$ cat src/rtl/sample_out_pkg.sv
// Shared encodings and helpers for the resampler output FIFO.
package sample_out_pkg;

   typedef enum logic [1:0] {
      WR_IDLE     = 2'd0,
      WR_ACK      = 2'd1,
      WR_WAIT_LOW = 2'd2
   } wr_state_t;

   typedef enum logic {
      ST_PRIME = 1'b0,
      ST_RUN   = 1'b1
   } st_state_t;

   localparam int UNDERRUN_W = 8;

   function automatic logic [UNDERRUN_W-1:0] sat_inc(input logic [UNDERRUN_W-1:0] v);
      return (&v) ? v : v + 1'b1;
   endfunction

endpackage

$ cat src/rtl/rate_tick_gen.sv
// Free-running rate divider: one-cycle tick every TICK_DIV clocks, first tick
// in the TICK_DIV-th cycle after reset releases.
module rate_tick_gen #(
   parameter int TICK_DIV = 1024
) (
   input  logic clk,
   input  logic rst,
   output logic tick
);

   localparam int CW = (TICK_DIV > 2) ? $clog2(TICK_DIV) : 1;
   localparam logic [CW-1:0] TC = CW'(TICK_DIV - 1);

   logic [CW-1:0] cnt;

   assign tick = (cnt == TC);

   always_ff @(posedge clk) begin
      if (rst) begin
         cnt <= '0;
      end else if (tick) begin
         cnt <= '0;
      end else begin
         cnt <= cnt + 1'b1;
      end
   end

endmodule

$ cat src/rtl/sample_out_fifo.sv
// Output FIFO behind the polyphase resampler: req/ack capture on the write
// side, constant-rate release with priming and underrun handling on the read side.
//
//   state        | meaning
//   -------------+-----------------------------------------------------------
//   WR_IDLE      | waiting for req_in; captures when FIFO not full
//   WR_ACK       | ack_in high for this one cycle
//   WR_WAIT_LOW  | waiting for the filter to drop req_in
//   ST_PRIME     | ticks emit zero until level reaches PRIME_LVL
//   ST_RUN       | ticks emit stored samples; empty tick is an underrun
module sample_out_fifo
   import sample_out_pkg::*;
#(
   parameter int DWIDTH    = 16,
   parameter int DEPTH     = 8,
   parameter int DEPTH_LOG = 3,
   parameter int TICK_DIV  = 1024,
   parameter int PRIME_LVL = 4
) (
   input  logic                         clk,
   input  logic                         rst,
   input  logic                         req_in,
   output logic                         ack_in,
   input  logic signed [0:DWIDTH-1]     data_in,
   output logic signed [0:DWIDTH-1]     sample_out,
   output logic                         sample_valid,
   output logic [DEPTH_LOG:0]           level,
   output logic                         running,
   output logic [UNDERRUN_W-1:0]        underrun_cnt
);

   localparam int LW = DEPTH_LOG + 1;
   localparam logic [DEPTH_LOG:0] DEPTH_L = LW'(DEPTH);
   localparam logic [DEPTH_LOG:0] PRIME_L = LW'(PRIME_LVL);

   wr_state_t wr_state, wr_next;
   st_state_t st_state, st_next;

   logic [0:DWIDTH-1]    mem [DEPTH];
   logic [DEPTH_LOG-1:0] wptr, rptr;
   logic                 tick, wr_en, rd_en, underrun;

   rate_tick_gen #(.TICK_DIV(TICK_DIV)) u_tick (
      .clk  (clk),
      .rst  (rst),
      .tick (tick)
   );

   always_comb begin
      wr_next = wr_state;
      wr_en   = 1'b0;
      case (wr_state)
         WR_IDLE: begin
            if (req_in && (level < DEPTH_L)) begin
               wr_next = WR_ACK;
               wr_en   = 1'b1;
            end
         end
         WR_ACK:      wr_next = WR_WAIT_LOW;
         WR_WAIT_LOW: if (!req_in) wr_next = WR_IDLE;
         default:     wr_next = WR_IDLE;
      endcase
   end

   // Read decisions use the registered level, so a write lands one edge
   // before any tick can consume it.
   always_comb begin
      st_next  = st_state;
      rd_en    = 1'b0;
      underrun = 1'b0;
      case (st_state)
         ST_PRIME: if (level >= PRIME_L) st_next = ST_RUN;
         ST_RUN: begin
            if (tick) begin
               if (level != '0) begin
                  rd_en = 1'b1;
               end else begin
                  underrun = 1'b1;
                  st_next  = ST_PRIME;
               end
            end
         end
         default: st_next = ST_PRIME;
      endcase
   end

   assign ack_in  = (wr_state == WR_ACK);
   assign running = (st_state == ST_RUN);

   always_ff @(posedge clk) begin
      if (rst) begin
         wr_state     <= WR_IDLE;
         st_state     <= ST_PRIME;
         wptr         <= '0;
         rptr         <= '0;
         level        <= '0;
         sample_out   <= '0;
         sample_valid <= 1'b0;
         underrun_cnt <= '0;
      end else begin
         wr_state     <= wr_next;
         st_state     <= st_next;
         sample_valid <= tick;
         if (wr_en) wptr <= wptr + 1'b1;
         if (rd_en) rptr <= rptr + 1'b1;
         case ({wr_en, rd_en})
            2'b10:   level <= level + 1'b1;
            2'b01:   level <= level - 1'b1;
            default: level <= level;
         endcase
         if (tick) sample_out <= rd_en ? mem[rptr] : '0;
         if (underrun) underrun_cnt <= sat_inc(underrun_cnt);
      end
   end

   // Storage is deliberately left out of reset.
   always_ff @(posedge clk) begin
      if (wr_en) mem[wptr] <= data_in;
   end

endmodule

$ cat config.mk
export PLATFORM = sky130hd
export DESIGN_NAME = sample_out_fifo
export DESIGN_NICKNAME = d
export VERILOG_FILES = /design/src/rtl/sample_out_pkg.sv /design/src/rtl/rate_tick_gen.sv /design/src/rtl/sample_out_fifo.sv
export SDC_FILE = /design/constraint.sdc
export NUM_CORES = 1
export LEC_CHECK = 0
export CAP_MARGIN = 20
export CORE_UTILIZATION = 59
export DETAILED_ROUTE_END_ITERATION = 12
export GPL_TIMING_DRIVEN = 0
export PLACE_DENSITY = 0.76
export SLEW_MARGIN = 30
export SYNTH_ARGS = -nofsm -noshare
export SYNTH_HDL_FRONTEND = slang
export SYNTH_SLANG_ARGS = --single-unit
$ cat constraint.sdc
create_clock -name clk -period 7.5 [get_ports clk]
set_input_delay 1.125 -clock clk [delete_from_list [all_inputs] [get_ports clk]]
set_output_delay 1.125 -clock clk [all_outputs]
set_load 0.005 [all_outputs]
==> impl_metrics.py <==
metrics = {
    "clock_tree": {
        "holdBufCountCts": 0,
        "clock_latency_ns": 0.42,
        "cts_setup_buffers": 0,
        "cts-buffers-inserted": 17,
        "cts_root_buf": "clkbuf_16",
        "cts_num_sinks": 179,
        "clockBufferDepth": 2,
        "clkTransAtPathRegs_ns": 0.06,
        "tritoncts": "done",
        "htree_levels": 4,
        "cts_resized": 0,
    },
    "placement": {
        "place_congestion": 0.761,
        "dp_hpwl_mm": 8.53,
        "port_buffers": 49,
        "dpl_worst_slack_ns": 3.58,
    },
    "critical_path": {
        "critPathMaxFanout": 7,
        "cp.required_ns": 7.81,
        "worst-r2r-setup-slack_ns": 4.64,
        "crit-reg2reg-launch": "u_tick.cnt[0]",
        "r2r_end": "level[3]",
        "path_class": "in2reg",
        "critPathLaunchType": "input pin",
        "worst_setup_path_end_kind": "flop",
        "worst_ep_arrival_time_ns": 3.82,
        "reg2reg_depth": 10,
        "endpoint": "level[3]",
        "worstSetupStartpoint": "req_in",
    },
    "pwr": {
        "ir_worst_vdd_uv": 213,
        "power_mw": 2.08,
        "power.density_nw_per_um2": 250,
        "p_leak_nw": 2.70,
    },
    "routing": {
        "via_count": 3830,
        "first_iter_violations": 320,
        "routed_via_density": 6.03,
        "firstDrtPassIters": 4,
        "postRouteWirelength_mm": 13.6,
        "detail_route.wl_per_cell_um": 21.5,
        "drc": 0,
        "ant_nets": 0,
    },
    "yosys": {
        "syn-num-nets": 432,
        "synth_edf_count": 128,
        "yosysTopAreaCellShare": 0.555,
        "async_flop_share": 0,
        "ys_types": 42,
        "yosysSeqAreaShare": 0.703,
        "synth.cell_area_um2": 6920,
        "synthTopCellsByArea": "edfxtp_1 (56%), dfxtp_1 (15%), mux4_2 (10%)",
        "ys_seq_elements": 179,
        "synth_ff_type": "edfxtp_1",
        "netlist_instances": 406,
        "synth_top_cell_by_area": "edfxtp_1",
        "yosys_warnings": 0,
        "synth_area_per_cell_um2": 17.0,
    },
    "global_route": {
        "grt_max_degree": 17,
        "grt_usage": 0.247,
        "antenna_found_initial": 0,
        "grt_overflow": 0,
        "grt_pass1_vias": 3893,
        "grt_pass1_wl_mm": 20.9,
    },
    "job": {
        "drv_cap": 0,
    },
    "finish": {
        "antenna_cells": 0,
        "final_common_cell": "edfxtp_1",
        "drive_above_1_share": 0.217,
        "layout_common_cells": "edfxtp_1 (128), dfxtp_1 (51), clkdlybuf4s50_1 (49)",
        "syn_to_final_growth_pct": 19.9,
        "fin_util": 0.727,
        "nets": 505,
    },
    "die": {
        "die_width_um": 110,
        "die-area_um2": 12200,
        "die_h_um": 110,
        "start_util": 0.606,
        "rows": 39,
        "io_pins": 50,
        "coreArea_um2": 11400,
    },
    "status": {
        "status": "finished clean",
    },
    "sta": {
        "fmax_ghz": 0.285,
        "period_minus_slack_ns": 3.51,
        "fin_skew_ns": 0.00756,
        "setup_viol": 0,
        "slew_viol_final": 0,
        "relSlewSlack": 0.491,
        "fin_crit_sh": 0.468,
        "tightest_slew_ns": 0.763,
        "setup_tns_ns": 0,
        "fin_ws_ns": 3.99,
        "whs_ns": 0.459,
        "hold_violations": 0,
        "rsz0062_at_grt": "no",
    },
    "worst_hold_path": {
        "hold_path.class": "reg2reg",
        "min_path_cells": 1,
    },
}
[registers in the layout, indices dropped and copies added (netlist names), named ones only]
signal	flops
running	1
u_tick.cnt	10
wptr	3
sample_valid	1
wr_state	2
level	4
sample_out	16
mem	128
rptr	3
underrun_cnt	8
[worst min path at each step]
stage,start,endpoint,slack [ns]
final,u_tick.cnt[0],u_tick.cnt[0],0.46
after CTS,u_tick.cnt[0],u_tick.cnt[0],0.47
after global routing,u_tick.cnt[0],u_tick.cnt[0],0.47
after floorplan,u_tick.cnt[0],u_tick.cnt[0],0.43
after detailed placement,u_tick.cnt[0],u_tick.cnt[0],0.45
after global placement,u_tick.cnt[0],u_tick.cnt[0],0.44
[where the power goes]
| part | leakage, nW | internal [mW] | total, mW | switching (mW) |
|---|---|---|---|---|
| combinational | 0.848 | 0.0385 | 0.0835 | 0.0450 |
| sequential | 1.57 | 1.08 | 1.09 | 0.0106 |
| clock | 0.281 | 0.527 | 0.904 | 0.377 |
[final cells by class]
cell class / instances / area [um2]
sequential: 179 / 4860
fill: 700 / 3120
multi-input combinational: 201 / 1980
timing repair buffer: 54 / 543
clock buffer: 17 / 425
clock inverter: 15 / 183
tap: 143 / 179
buffer: 20 / 105
inverter: 6 / 22.5
[cells by family after synthesis]
logic type,after synthesis,synth area share
flip-flops,179,0.703
AND/OR/NAND/NOR,86,0.0707
multiplexers,50,0.133
AO/OA/AOI/OAI,44,0.0443
buffers and inverters,26,0.0184
XOR/XNOR,14,0.0177
adder cells (fa/ha/maj),7,0.0127
[cells in the mapped netlist, types with 2 or more instances]
library cell / instances
edfxtp_1: 128
dfxtp_1: 51
mux4_2: 32
nor2_1: 24
mux2_2: 17
a22o_1: 16
a21oi_1: 13
xor2_1: 12
nand2_1: 11
clkbuf_1: 7
ha_1: 7
nand3_1: 7
buf_2: 6
inv_1: 6
nand4_1: 6
o21ai_0: 6
o31ai_1: 6
or3_1: 6
buf_1: 4
nand2b_1: 4
nor3_1: 4
and2_1: 3
and4_1: 3
buf_6: 3
nor2b_1: 3
and3_1: 2
nor2_2: 2
or4_1: 2
xnor2_1: 2
[metal layers]
layer	routed length, um	GRT usage
met5	0	0
met4	266	0.112
met3	763	0.0547
met2	6800	0.395
met1	5790	0.325
[critical path, stage by stage]
cell and delay [ns]:
clkdlybuf4s50_1 0.48, nor4b_2 0.55, inv_1 0.21, ha_1 0.33
clkbuf_1 0.18, nor4b_1 0.33, o21ai_0 0.14, o31ai_1 0.10
mux2_2 0.37
[per-stage QoR]
step / instances / cell area [um2]
after floorplan: 406 / 6920
after global placement: 598 / 7590
after detailed placement: 603 / 7690
after CTS: 635 / 8300
after global routing: 635 / 8300
final: 635 / 8300
Power figures use the tool's default switching activity.
